## src/rtl/zif_eprom_reader.sv

```systemverilog
// zif_eprom_reader
// -----------------------------------------------------------------------------
// Command-driven parallel EPROM read sequencer for the ZIF socket. It takes one
// command per bus write strobe. It drives the device address, CE# and OE#, and
// waits a programmable access time in osc cycles. It then samples the 8-bit
// device data and queues it for the bus read section.
//
// Build option:
//   ZIF_EPROM_READER_BURST_EN  defined   -> BURST opcode implemented and the
//                                           output queue is FIFO_DEPTH deep
//                              undefined -> BURST is a NOP and the queue is a
//                                           single holding register
//
// Ports:
//   osc          in   24 MHz clock, all logic on the rising edge
//   rst          in   synchronous active-high reset
//   cmd_valid    in   command present
//   cmd_op[2:0]  in   0 NOP, 1 ADDR_LO, 2 ADDR_HI, 3 TACC, 4 READ1, 5 BURST
//   cmd_arg[7:0] in   command argument
//   cmd_ready    out  high only in IDLE; accept on cmd_valid && cmd_ready
//   rd_data[7:0] out  head of the output queue
//   rd_valid     out  queue non-empty
//   rd_pop       in   discard the head (ignored while rd_valid is low)
//   busy         out  sequencer not idle
//   zif_addr     out  device address
//   zif_ce_n     out  chip enable, active low
//   zif_oe_n     out  output enable, active low
//   zif_data_in  in   device data bus
// -----------------------------------------------------------------------------
module zif_eprom_reader #(
    parameter int unsigned FIFO_DEPTH = 4,
    parameter logic [7:0]  TACC_RESET = 8'd6
) (
    input  logic        osc,
    input  logic        rst,
    input  logic        cmd_valid,
    input  logic [2:0]  cmd_op,
    input  logic [7:0]  cmd_arg,
    output logic        cmd_ready,
    output logic [7:0]  rd_data,
    output logic        rd_valid,
    input  logic        rd_pop,
    output logic        busy,
    output logic [15:0] zif_addr,
    output logic        zif_ce_n,
    output logic        zif_oe_n,
    input  logic [7:0]  zif_data_in
);

    typedef enum logic [2:0] {
        ST_IDLE     = 3'd0,
        ST_FULLWAIT = 3'd1,
        ST_SETUP    = 3'd2,
        ST_ACCESS   = 3'd3,
        ST_RECOVER  = 3'd4
    } state_t;

    localparam logic [2:0] OP_ADDR_LO = 3'd1;
    localparam logic [2:0] OP_ADDR_HI = 3'd2;
    localparam logic [2:0] OP_TACC    = 3'd3;
    localparam logic [2:0] OP_READ1   = 3'd4;
`ifdef ZIF_EPROM_READER_BURST_EN
    localparam logic [2:0] OP_BURST   = 3'd5;
    localparam int unsigned QDEPTH    = FIFO_DEPTH;
`else
    // A single holding register; FIFO_DEPTH has no effect in this build.
    localparam int unsigned QDEPTH    = (FIFO_DEPTH != 0) ? 1 : 1;
`endif
    localparam int unsigned CW = $clog2(QDEPTH + 1);

    state_t        state_q, state_d;
    logic [15:0]   addr_q, addr_d;
    logic [7:0]    tacc_q, tacc_d;
    logic [8:0]    remaining_q, remaining_d;
    logic [7:0]    cnt_q, cnt_d;
    logic [15:0]   zif_addr_q, zif_addr_d;
    logic          ce_n_q, ce_n_d;
    logic          oe_n_q, oe_n_d;
    logic          busy_q, busy_d;
    logic          cmd_ready_q, cmd_ready_d;
    logic [CW-1:0] count_q, count_d;
    logic [7:0]    head_q, head_d;
    logic          rd_valid_q, rd_valid_d;
    logic          push_s;
    logic          pop_s;
    logic          full_s;

    assign full_s = (count_q == CW'(QDEPTH));
    assign pop_s  = rd_pop && rd_valid_q;

    // Sequencer next state, address/timing registers and pin values.
    always_comb begin
        state_d     = state_q;
        addr_d      = addr_q;
        tacc_d      = tacc_q;
        remaining_d = remaining_q;
        cnt_d       = cnt_q;
        push_s      = 1'b0;
        case (state_q)
            ST_IDLE: begin
                if (cmd_valid && cmd_ready_q) begin
                    case (cmd_op)
                        OP_ADDR_LO: addr_d[7:0]  = cmd_arg;
                        OP_ADDR_HI: addr_d[15:8] = cmd_arg;
                        // A zero access time would skip ACCESS; clamp to 1.
                        OP_TACC:    tacc_d = (cmd_arg == 8'd0) ? 8'd1 : cmd_arg;
                        OP_READ1: begin
                            remaining_d = 9'd1;
                            state_d     = full_s ? ST_FULLWAIT : ST_SETUP;
                        end
`ifdef ZIF_EPROM_READER_BURST_EN
                        OP_BURST: begin
                            remaining_d = {1'b0, cmd_arg} + 9'd1;
                            state_d     = full_s ? ST_FULLWAIT : ST_SETUP;
                        end
`endif
                        default:    state_d = ST_IDLE;
                    endcase
                end else begin
                    state_d = ST_IDLE;
                end
            end
            ST_FULLWAIT: state_d = full_s ? ST_FULLWAIT : ST_SETUP;
            ST_SETUP: begin
                cnt_d   = tacc_q;
                state_d = ST_ACCESS;
            end
            ST_ACCESS: begin
                if (cnt_q <= 8'd1) begin
                    // Last access cycle: this edge samples the device.
                    push_s      = 1'b1;
                    addr_d      = addr_q + 16'd1;
                    remaining_d = remaining_q - 9'd1;
                    state_d     = ST_RECOVER;
                end else begin
                    cnt_d = cnt_q - 8'd1;
                end
            end
            ST_RECOVER: begin
                if (remaining_q == 9'd0) begin
                    state_d = ST_IDLE;
                end else if (full_s) begin
                    state_d = ST_FULLWAIT;
                end else begin
                    state_d = ST_SETUP;
                end
            end
            default: state_d = ST_IDLE;
        endcase

        // Pins are registered from the next state so they line up with it.
        if (state_d == ST_SETUP) begin
            zif_addr_d = addr_q;
        end else begin
            zif_addr_d = zif_addr_q;
        end
        ce_n_d      = !((state_d == ST_SETUP) || (state_d == ST_ACCESS));
        oe_n_d      = (state_d != ST_ACCESS);
        busy_d      = (state_d != ST_IDLE);
        cmd_ready_d = (state_d == ST_IDLE);
    end

`ifdef ZIF_EPROM_READER_BURST_EN
    localparam int unsigned PW = $clog2(QDEPTH);

    logic [7:0]    mem_q [QDEPTH];
    logic [PW-1:0] wr_ptr_q, wr_ptr_d;
    logic [PW-1:0] rd_ptr_q, rd_ptr_d;

    // Queue pointers, occupancy and the registered head byte.
    always_comb begin
        wr_ptr_d = push_s ? (wr_ptr_q + PW'(1)) : wr_ptr_q;
        rd_ptr_d = pop_s ? (rd_ptr_q + PW'(1)) : rd_ptr_q;
        count_d  = count_q + CW'(push_s) - CW'(pop_s);
        if (pop_s) begin
            if (count_q > CW'(1)) begin
                head_d = mem_q[rd_ptr_q + PW'(1)];
            end else if (push_s) begin
                head_d = zif_data_in;
            end else begin
                head_d = head_q;
            end
        end else if ((count_q == CW'(0)) && push_s) begin
            head_d = zif_data_in;
        end else begin
            head_d = head_q;
        end
        rd_valid_d = (count_d != CW'(0));
    end

    // Queue storage; contents need no reset because occupancy gates them.
    always_ff @(posedge osc) begin
        if (push_s) begin
            mem_q[wr_ptr_q] <= zif_data_in;
        end
    end

    // Queue pointer registers.
    always_ff @(posedge osc) begin
        if (rst) begin
            wr_ptr_q <= '0;
            rd_ptr_q <= '0;
        end else begin
            wr_ptr_q <= wr_ptr_d;
            rd_ptr_q <= rd_ptr_d;
        end
    end
`else
    // Single holding register: a push only happens when it is empty.
    always_comb begin
        if (push_s) begin
            count_d = CW'(1);
            head_d  = zif_data_in;
        end else if (pop_s) begin
            count_d = CW'(0);
            head_d  = head_q;
        end else begin
            count_d = count_q;
            head_d  = head_q;
        end
        rd_valid_d = (count_d != CW'(0));
    end
`endif

    // State, datapath and output registers.
    always_ff @(posedge osc) begin
        if (rst) begin
            state_q     <= ST_IDLE;
            addr_q      <= 16'h0000;
            tacc_q      <= TACC_RESET;
            remaining_q <= 9'd0;
            cnt_q       <= 8'd0;
            zif_addr_q  <= 16'h0000;
            ce_n_q      <= 1'b1;
            oe_n_q      <= 1'b1;
            busy_q      <= 1'b0;
            cmd_ready_q <= 1'b1;
            count_q     <= '0;
            head_q      <= 8'h00;
            rd_valid_q  <= 1'b0;
        end else begin
            state_q     <= state_d;
            addr_q      <= addr_d;
            tacc_q      <= tacc_d;
            remaining_q <= remaining_d;
            cnt_q       <= cnt_d;
            zif_addr_q  <= zif_addr_d;
            ce_n_q      <= ce_n_d;
            oe_n_q      <= oe_n_d;
            busy_q      <= busy_d;
            cmd_ready_q <= cmd_ready_d;
            count_q     <= count_d;
            head_q      <= head_d;
            rd_valid_q  <= rd_valid_d;
        end
    end

    assign cmd_ready = cmd_ready_q;
    assign rd_data   = head_q;
    assign rd_valid  = rd_valid_q;
    assign busy      = busy_q;
    assign zif_addr  = zif_addr_q;
    assign zif_ce_n  = ce_n_q;
    assign zif_oe_n  = oe_n_q;

endmodule

```

## config.mk

```make
export PLATFORM = sky130hd
export DESIGN_NAME = zif_eprom_reader
export DESIGN_NICKNAME = d
export VERILOG_FILES = /design/src/rtl/zif_eprom_reader.sv
export SDC_FILE = /design/constraint.sdc
export NUM_CORES = 1
export LEC_CHECK = 0
export CORE_ASPECT_RATIO = 0.5
export CORE_MARGIN = 4
export CORE_UTILIZATION = 35
export CTS_CLUSTER_SIZE = 25
export DETAILED_ROUTE_END_ITERATION = 8
export HOLD_SLACK_MARGIN = 0.15
export SLEW_MARGIN = 20
export SYNTH_ARGS = -nofsm -noshare
export SYNTH_HDL_FRONTEND = slang
export SYNTH_SLANG_ARGS = --single-unit
```

## constraint.sdc

```tcl
create_clock -name osc -period 2.2 [get_ports osc]
set_clock_uncertainty 0.05 [all_clocks]
set_input_delay 0.44 -clock osc [delete_from_list [all_inputs] [get_ports osc]]
set_output_delay 0.44 -clock osc [all_outputs]
set_load 0.005 [all_outputs]
```

# Word level (Yosys, flattened, before mapping)
# Cells that the tools add are included.
# Widths: inputs -> output; s select.
# op_classes
div_mod_pow	0
n_mux	22
n_shift	0
reduce_logical	18
n_lt_le_gt_ge	1
eq_ne	17
n_addsub	3
mul	0
bitwise	0
# op_table
cell	count
$mux 16	2
$mux 8	4
$pmux 16 s2	1
$mux 9	3
$eq 3x2->1 const B	6
$pmux 9 s2	1
$add 16x1->16 const B	1
$pmux 8 s2	1
$pmux 3 s5	1
$reduce_and 4->1	3
$logic_not 9->1	1
$sub 9x1->9 const B	1
$le 8x1->1 const B	1
$logic_not 8->1	1
$sub 8x1->8 const B	1
$eq 3x1->1 const B	2
$eq 3x3->1 const B	2
$logic_not 3->1	2
$mux 3	2
$ne 2x1->1 const B	3
$ne 2x2->1 const B	3
$pmux 3 s2	1
$reduce_bool 2->1	3
$mux 1	4
9 further kinds	11
# totals
mem_bits_rw	0
latchBits	0
ff_bits	73
word_cells	74
mem_count	0
romBits	0
in_bits	23

# Longest topological paths before layout
# Gate-level depths: netlist of the first run.
# logic_depth
word_depth	8
ltp_mapped	8
depth_no_buf	6

# Worst setup path before layout of the first run
# No wires, ideal clock.
# synth_path
path_type	input -> register
start	input port cmd_op[2]
end	register addr_q[1]
required_ns	2.028
path_buffers	2
path_stages	6
t_arrival_ns	1.823
slack_ns	0.206
cell_sequence	nand4b_1 -> or4b_1 -> buf_2 -> and2_4 -> buf_6 -> o311a_1
# synth_between
elab_chain_len	3
# synth_rtl
element	line_no	text
from (decl)	37	input logic [2:0] cmd_op,
$eq 3x1->1	102	case (cmd_op)
$ne 2x1->1 (no line)	n/a	
$reduce_and 4->1 (no line)	n/a	
to (signal assigned)	243	addr_q <= addr_d;
to (decl)	72	logic [15:0] addr_q, addr_d;
# Every way passes these cells.
# A chain may end at the register's enable or synchronous reset.

# Worst setup path in the final report of the first run
# layout_path
start	register cnt_q[0]
end	register remaining_q[6]
# layout_between
elab_chain_len	3
# layout_rtl
element	line_no	text
from (decl)	75	logic [7:0] cnt_q, cnt_d;
from (signal assigned)	246	cnt_q <= cnt_d;
$le 8x1->1	129	if (cnt_q <= 8'd1) begin
$ne 2x2->1 (no line)	n/a	
$reduce_and 4->1 (no line)	n/a	
to (signal assigned)	245	remaining_q <= remaining_d;
to (decl)	74	logic [8:0] remaining_q, remaining_d;
# Every way passes these cells.

==> impl_metrics.json, run 1 <==
{
  "cp_cell_sequence": "inv_1, ha_1, or2_2, nand4_1, buf_4, o41ai_1, a21oi_1",
  "rows": 25,
  "cpMaxStageDelayCell": "o41ai_1",
  "ant_nets": 0,
  "startpoint": "cnt_q[0]$_SDFFE_PP0P_",
  "p_per_area_nw_per_um2": 647,
  "place_congestion": 0.879,
  "wl_per_cell_um": 15.2,
  "hpwl_um": 6650,
  "hold_path_startpoint": "rd_data[6]$_SDFFE_PP0P_",
  "r2r_start": "cnt_q[0]$_SDFFE_PP0P_",
  "yosys_warnings": 0,
  "viasPerCell": 5.35,
  "synthFlopType": "dfxtp_1",
  "postSynth.asyncResetShare_pct": 0,
  "drive_gt1_share_pct": 11.2,
  "clock_latency_ns": 0.33,
  "design_area_sq_um": 4660,
  "avgSynthCellArea_sq_um": 8.39,
  "slew_viol_final": 0,
  "maxCapViolations": 0,
  "max-slew-margin-rel_pct": 63.9,
  "synth_cells": 425,
  "start_kind": "flip-flop",
  "min_period_ns": 2.04,
  "worstMarginPinSlew_ns": 0.536,
  "path_clk_slew_ns": 0.05,
  "syn_to_final_growth_pct": 30.7,
  "die_y_um": 79.4,
  "cts_root_buf": "clkbuf_16",
  "cts_setup_buffers": 0,
  "max_freq_ghz": 0.490,
  "syn-num-nets": 453,
  "clk_path_buf_depth": 2,
  "dieWidth_um": 151,
  "required_ns": 2.35,
  "min_path_type": "reg2reg",
  "grt_usage_pct": 16.6,
  "seq_area_frac_synth_pct": 41.0,
  "synthTopCellsByArea": "dfxtp_1 (41%), mux2i_1 (7.0%), nand2_1 (6.8%), a21oi_1 (4.6%), nor2_1 (2.4%)",
  "peakVddDrop_mv": 0.345,
  "ys_ff_latch": 73,
  "cellLeakagePower_nw": 1.75,
  "placed_area_sq_um": 4400,
  "grt_max_degree": 37,
  "antenna_found_initial": 0,
  "nets": 516,
  "grt_pass1_vias": 3230,
  "fin_hold_ws_ns": 0.405,
  "critPathCaptureType": "flip-flop",
  "hold_viol_final": 0,
  "grt_pass1_wl_um": 15800,
  "drt_wl_total_um": 9490,
  "ys_types": 59,
  "cts_sinks": 73,
  "final_cells": 626,
  "path_max_fanout": 19,
  "coreArea_sq_um": 9700,
  "yosysTopAreaCellShare_pct": 41.0,
  "dr_total_vias": 3348,
  "cp_slowest_stage_delay_ns": 0.37,
  "portBuffers": 51,
  "worstSetupPathType": "reg2reg",
  "rsz0062_at_grt": "false",
  "dr.pass1.iters": 5,
  "arrival_ns": 2.20,
  "yosys.area.top_type": "dfxtp_1",
  "initial_utilization_pct": 36.8,
  "io_pins": 52,
  "dp_cells": 612,
  "cts_max_level": 3,
  "synth_edf_count": 0,
  "synthesis.area_sq_um": 3570,
  "cts_inserted_buffers": 9,
  "antenna_cells": 0,
  "outcome": "finished, final reports clean",
  "dieArea_sq_um": 12000,
  "fin_crit_sh_pct": 92.9,
  "remaining_drc_errors": 0,
  "cts_tree": "built",
  "drt_iter0_drc": 265,
  "setup_viol": 0,
  "grt_overflow": 0
}
-- metrics by stage --
step,TNS [ns],utilization [%],total power [mW],setup WS [ns]
CTS,0,48.0,3.05,0.150
floorplan,0,-,1.60,0.206
detailed placement,-0.335,45.4,1.76,-0.124
global placement,-0.259,45.4,1.75,-0.0940
global route,0,48.1,3.15,0.000932
finish,0,48.1,3.02,0.157
-- worst paths after layout --
kind | cells after the start | endpoint | slack [ns]
worst min-delay path | 2 | rd_data[6]$_SDFFE_PP0P_ | 0.41
worst min register to register | 2 | rd_data[6]$_SDFFE_PP0P_ | 0.41
worst max register to register | 7 | remaining_q[6]$_SDFFE_PP0P_ | 0.16
worst max-delay path | 7 | remaining_q[6]$_SDFFE_PP0P_ | 0.16
-- critical path: cells and delay by family (launching register included) --
family                   cells  cell delay (ns)
buffers and inverters        2             0.41
AND/OR/NAND/NOR              2             0.43
AO/OA/AOI/OAI                2             0.47
flip-flops                   1             0.34
adder cells (fa/ha/maj)      1             0.20
-- Yosys cell counts, types with 4 or more instances --
| cell type | n |
|---|---|
| nor3b_1 | 4 |
| and3_1 | 4 |
| a31oi_1 | 10 |
| and2_1 | 7 |
| nor2_1 | 23 |
| nand3b_1 | 6 |
| dfxtp_1 | 73 |
| buf_1 | 4 |
| o32ai_1 | 8 |
| nand4_1 | 8 |
| inv_1 | 10 |
| nand2b_1 | 4 |
| a41oi_1 | 4 |
| nand3_1 | 13 |
| clkbuf_1 | 19 |
| nor4_1 | 4 |
| o22ai_1 | 4 |
| mux2i_1 | 25 |
| a21oi_1 | 33 |
| buf_2 | 6 |
| a22oi_1 | 9 |
| o21ai_0 | 10 |
| ha_1 | 5 |
| and4_1 | 5 |
| nand2_1 | 65 |
| nor3_1 | 14 |
-- state kept, by name, indices dropped and copies added, names as in the netlist --
register / count
addr_q: 16
zif_addr: 16
remaining_q: 9
cnt_q: 8
rd_data: 8
tacc_q: 8
state_q: 3
busy: 1
cmd_ready: 1
rd_valid: 1
zif_ce_n: 1
zif_oe_n: 1
-- layout make-up --
class | instances | area, sq um
Fill cell | 987 | 5030
Multi-Input combinational cell | 311 | 1950
Sequential cell | 73 | 1460
Timing Repair Buffer | 82 | 793
Clock buffer | 10 | 229
Tap cell | 135 | 169
Inverter | 11 | 41.3
Clock inverter | 4 | 22.5
-- cell families after synthesis --
family                     share of synthesized area [%]
adders and majority gates                           1.75
buffers and inverters                               4.74
muxes                                               7.02
AOI/OAI and AO/OA                                   20.7
DFF                                                 41.0
and+or+nand+nor                                     24.8
-- routing by layer --
layer	up-vias	part of all wire, %	GRT usage [%]
met2	82	45	26.4
met1	1554	49	22.1
met5	-	0	0
met3	12	5.2	4.37
met4	0	1.1	4.97
li1	1700	-	-
-- report_power, final --
part           switching, mW  internal [mW]  total [mW]
Sequential            0.0330           1.35        1.39
Clock                  0.542          0.744        1.29
Combinational          0.174          0.171       0.345
-- cell usage in the layout, fill, tap and decap left out, types with 7 or more instances in the layout --
| cell type | synthesis | final |
|---|---|---|
| nor2_1 | 23 | 23 |
| buf_4 | 0 | 27 |
| inv_1 | 10 | 10 |
| a31oi_1 | 10 | 10 |
| nand3_1 | 13 | 13 |
| nor3_1 | 14 | 14 |
| mux2i_1 | 25 | 25 |
| a22oi_1 | 9 | 9 |
| dfxtp_1 | 73 | 73 |
| and2_1 | 7 | 7 |
| o32ai_1 | 8 | 8 |
| o21ai_0 | 10 | 10 |
| nand4_1 | 8 | 8 |
| clkdlybuf4s50_1 | 0 | 51 |
| a21oi_1 | 33 | 33 |
| nand2_1 | 65 | 65 |
| clkbuf_16 | 0 | 9 |
-- timing repair --
action	in CTS	in global routing
setup endpoints to repair	0	1
hold buffers	0	0
resized for setup	0	1
(Power assumes the default switching activity.)
==> run 2: changes to the inputs <==
- CORE_UTILIZATION: 35 -> 54
- GPL_ROUTABILITY_DRIVEN: unset -> 0
- PLACE_DENSITY: unset -> 0.79
==> impl_metrics.json, run 2 (same netlist as run 1, synthesis figures left out) <==
{
  "rsz0062_at_grt": "false",
  "peakVddDrop_mv": 0.439,
  "cts_max_level": 3,
  "cts_root_buf": "clkbuf_16",
  "initial_utilization_pct": 57.2,
  "worstMarginPinSlew_ns": 0.556,
  "ant_nets": 0,
  "remaining_drc_errors": 0,
  "antenna_found_initial": 0,
  "cts_inserted_buffers": 9,
  "io_pins": 52,
  "worstSetupPathType": "reg2reg",
  "cellLeakagePower_nw": 1.75,
  "start_kind": "flip-flop",
  "hold_buffers": 0,
  "required_ns": 2.37,
  "r2r_slack_ns": 0.18,
  "dr.pass1.iters": 5,
  "fin_hold_ws_ns": 0.399,
  "clock_latency_ns": 0.34,
  "maxCapViolations": 0,
  "min_path_type": "reg2reg",
  "nets": 511,
  "min_period_ns": 2.02,
  "wl_per_cell_um": 17.0,
  "cts_tree": "built",
  "cts_sinks": 73,
  "hpwl_um": 6880,
  "path_clk_slew_ns": 0.05,
  "portBuffers": 51,
  "grt_pass1_vias": 3324,
  "coreArea_sq_um": 6230,
  "syn_to_final_growth_pct": 29.5,
  "hold_end": "rd_data[5]$_SDFFE_PP0P_",
  "clk_path_buf_depth": 2,
  "dr_total_vias": 3510,
  "r2r_start": "cnt_q[0]$_SDFFE_PP0P_",
  "total_power_mw": 3.23,
  "dieWidth_um": 123,
  "dp_cells": 557,
  "setup_viol": 0,
  "slew_viol_final": 0,
  "hold_viol_final": 0,
  "r2r_cells": 8,
  "rows": 20,
  "final_cells": 576,
  "p_per_area_nw_per_um2": 700,
  "grt_pass1_wl_um": 16100,
  "r2r-end": "addr_q[6]$_SDFFE_PP0P_",
  "viasPerCell": 6.09,
  "arrival_ns": 2.19,
  "outcome": "finished, final reports clean",
  "worstHoldPathCells": 2,
  "grt_max_degree": 40,
  "die_y_um": 65.5,
  "drive_gt1_share_pct": 10.7,
  "dieArea_sq_um": 8050,
  "drt_wl_total_um": 9810,
  "final_common_cell": "dfxtp_1",
  "antenna_cells": 0,
  "drt_iter0_drc": 290,
  "max_freq_ghz": 0.495,
  "critPathCaptureType": "flip-flop",
  "fin_crit_sh_pct": 91.8,
  "grt_overflow": 0,
  "grt_usage_pct": 25.5,
  "final_cell_mix": "dfxtp_1 (73), nand2_1 (65), clkdlybuf4s50_1 (51), a21oi_1 (33), mux2i_1 (25)",
  "max-slew-margin-rel_pct": 62.6,
  "path_max_fanout": 39,
  "hold_path_startpoint": "rd_data[5]$_SDFFE_PP0P_"
}
-- run 2: layout make-up --
| cell class | count | area, sq um |
|---|---|---|
| multi-input combinational | 311 | 1940 |
| fill | 446 | 1610 |
| sequential | 73 | 1460 |
| timing repair buffer | 77 | 756 |
| clock buffer | 14 | 274 |
| tap | 88 | 110 |
| inverter | 11 | 41.3 |
| clock inverter | 2 | 35.0 |
-- run 2: how the worst max path moves through the flow --
stage / cells past startpoint / slack (ns) / startpoint / end
5_1_grt: 5 / 0.06 / remaining_q[4]$_SDFFE_PP0P_ / zif_addr[4]$_SDFFE_PP0N_
4_1_cts: 6 / 0.15 / state_q[0]$_SDFF_PP0_ / remaining_q[6]$_SDFFE_PP0P_
3_3_place_gp: 5 / -0.09 / cmd_op[2] / addr_q[1]$_SDFFE_PP0P_
3_5_place_dp: 5 / -0.10 / cmd_op[2] / addr_q[1]$_SDFFE_PP0P_
2_1_floorplan: 6 / 0.21 / cmd_op[2] / addr_q[1]$_SDFFE_PP0P_
6_report: 8 / 0.18 / cnt_q[0]$_SDFFE_PP0P_ / addr_q[6]$_SDFFE_PP0P_
-- run 2: timing repair --
item / CTS / global route
gates resized for setup: 0 / 1
setup endpoints to repair: 0 / 4
buffers inserted: 0 / 3
-- run 2: stage by stage --
step	utilization [%]	cell area, sq um	setup TNS, ns	setup WS, ns
2_1_floorplan	-	3570	0	0.206
3_3_place_gp	68.7	4280	-0.233	-0.0873
3_5_place_dp	68.7	4280	-0.825	-0.103
4_1_cts	73.7	4590	0	0.155
5_1_grt	74.1	4620	0	0.0617
6_report	74.1	4620	0	0.180
-- run 2: where the power goes --
group | switching, mW | internal (mW) | leakage, nW
sequential | 0.0340 | 1.35 | 0.590
combinational | 0.176 | 0.163 | 1.01
clock | 0.535 | 0.969 | 0.153
total | 0.745 | 2.49 | 1.75
-- run 2: per-layer routing --
layer	GRT usage (%)	vias to the layer above	share of wire, %
met5	0	-	0
met3	6.53	18	6.8
met1	31.8	1662	44
met2	42.4	138	48
met4	10.3	0	1.6
li1	-	1692	-
-- run 2: worst max-delay path, stage by stage, from the launching register on --
cell and delay (ns):
dfxtp_1 0.39, inv_1 0.10, ha_1 0.24, or2_2 0.33
nand4_1 0.16, buf_12 0.21, and2_4 0.22, buf_4 0.12
a211oi_1 0.06
==> run 3: changes to the inputs <==
- CORE_UTILIZATION: 54 -> 49
- PLACE_DENSITY: 0.79 -> 0.76
- clock period: 2.2 -> 1.8 ns (I/O delays scaled with it)
==> impl_metrics.json, run 3 (same netlist as run 1, synthesis figures left out) <==
{
  "path_clk_slew_ns": 0.06,
  "p_per_area_nw_per_um2": 785,
  "met2_length_um": 4820,
  "rsz0062_at_grt": "true",
  "dp_cells": 596,
  "initial_utilization_pct": 51.8,
  "grt_pass1_wl_um": 16200,
  "viasPerCell": 5.99,
  "coreArea_sq_um": 6880,
  "drive_gt1_share_pct": 22.9,
  "grt_max_degree": 37,
  "clock_latency_ns": 0.33,
  "max_freq_ghz": 0.543,
  "cts_root_buf": "clkbuf_16",
  "layout_setup_ws_ns": -0.0424,
  "peakVddDrop_mv": 0.527,
  "required_ns": 1.98,
  "highest_layer": "met4",
  "final_cells": 615,
  "wl_per_cell_um": 16.9,
  "rows": 21,
  "slew_viol_final": 0,
  "min_period_ns": 1.84,
  "failed_checks": "negative setup slack",
  "drt_wl_total_um": 10400,
  "antenna_found_initial": 0,
  "grt_overflow": 0,
  "setup_viol": 2,
  "maxCapViolations": 0,
  "dr_total_vias": 3683,
  "arrival_ns": 2.02,
  "drt-met1-wl_um": 4570,
  "fin_crit_sh_pct": 102,
  "max-slew-margin-rel_pct": 70.2,
  "worstSetupPathType": "reg2reg",
  "cts_max_level": 3,
  "grt_pass1_vias": 3305,
  "portBuffers": 51,
  "drt_iter0_drc": 213,
  "outcome": "complete, but fails checks",
  "final_common_cell": "dfxtp_1",
  "start_kind": "flip-flop",
  "remaining_drc_errors": 0,
  "path_max_fanout": 14,
  "clk_path_buf_depth": 2,
  "nFillCells": 477,
  "die_y_um": 68.3,
  "placed_area_sq_um": 4560,
  "met3_wirelength_um": 790,
  "nets": 546,
  "total_power_mw": 4.04,
  "grt_usage_pct": 23.4,
  "ant_nets": 0,
  "cts_tree": "built",
  "hold_viol_final": 0,
  "hpwl_um": 6750,
  "dieWidth_um": 129,
  "cts_sinks": 73,
  "min_path_type": "reg2reg",
  "cellLeakagePower_nw": 2.03,
  "cts_inserted_buffers": 9,
  "antenna_cells": 0,
  "final_cell_mix": "dfxtp_1 (68), nand2_1 (65), clkdlybuf4s50_1 (48), buf_4 (48), a21oi_1 (30)",
  "syn_to_final_growth_pct": 44.2,
  "io_pins": 52,
  "dieArea_sq_um": 8790,
  "hold_buffers": 0,
  "design_area_sq_um": 5140,
  "worstMarginPinSlew_ns": 0.445,
  "dr.pass1.iters": 5,
  "critPathCaptureType": "flip-flop"
}
-- run 3: what timing repair did --
item,CTS,global route
pin swaps,1,13
gates resized for setup,4,48
cloned,1,0
endpoints found under the setup margin,8,46
buffers inserted,1,1
-- run 3: final cells by class --
cell class | instances | area, sq um | area share, %
Clock inverter | 5 | 53.8 | 1.05
Sequential cell | 73 | 1470 | 28.6
Inverter | 11 | 46.3 | 0.900
Clock buffer | 11 | 253 | 4.91
Tap cell | 92 | 115 | 2.24
Multi-Input combinational cell | 311 | 2120 | 41.1
Timing Repair Buffer | 112 | 1090 | 21.2
-- run 3: power breakdown --
group,total [mW],internal [mW],switching (mW)
Combinational,0.522,0.271,0.252
Sequential,1.69,1.65,0.0371
Clock,1.82,1.14,0.682
Total,4.04,3.07,0.971
-- run 3: path summary, 6_finish.rpt --
check                                             start                       to  slack [ns]  cells past startpoint
worst max-delay path              cnt_q[1]$_SDFFE_PP0P_  addr_q[12]$_SDFFE_PP0P_       -0.04                      8
worst min-delay path            rd_data[2]$_SDFFE_PP0P_  rd_data[2]$_SDFFE_PP0P_        0.40                      2
worst max register to register    cnt_q[1]$_SDFFE_PP0P_  addr_q[12]$_SDFFE_PP0P_       -0.04                      8
worst min register to register  rd_data[2]$_SDFFE_PP0P_  rd_data[2]$_SDFFE_PP0P_        0.40                      2
-- run 3: per-stage QoR --
stage / hold WS (ns) / setup slack (ns) / TNS, ns / util, %
final: 0.403 / -0.0424 / -0.0431 / 74.7
after global routing: 0.419 / -0.0973 / -0.619 / 74.7
after CTS: 0.403 / 0.000833 / 0 / 71.5
after detailed placement: 0.396 / -0.361 / -12.46 / 66.3
after global placement: 0.392 / -0.340 / -10.50 / 66.3
after floorplan: 0.386 / -0.0233 / -0.0440 / -
-- run 3: critical path, stage by stage (launching register included) --
cell     delay [ns]
dfxtp_2        0.33
inv_4          0.08
ha_4           0.13
or2_4          0.14
nand4_1        0.16
buf_4          0.19
buf_12         0.14
a221o_1        0.34
and4_1         0.17
-- run 3: metal layers --
layer / global-route usage [%] / vias up
met4: 7.59 / 0
li1: - / 1759
met5: 0 / -
met1: 30.4 / 1721
met3: 6.31 / 23
met2: 38.3 / 180
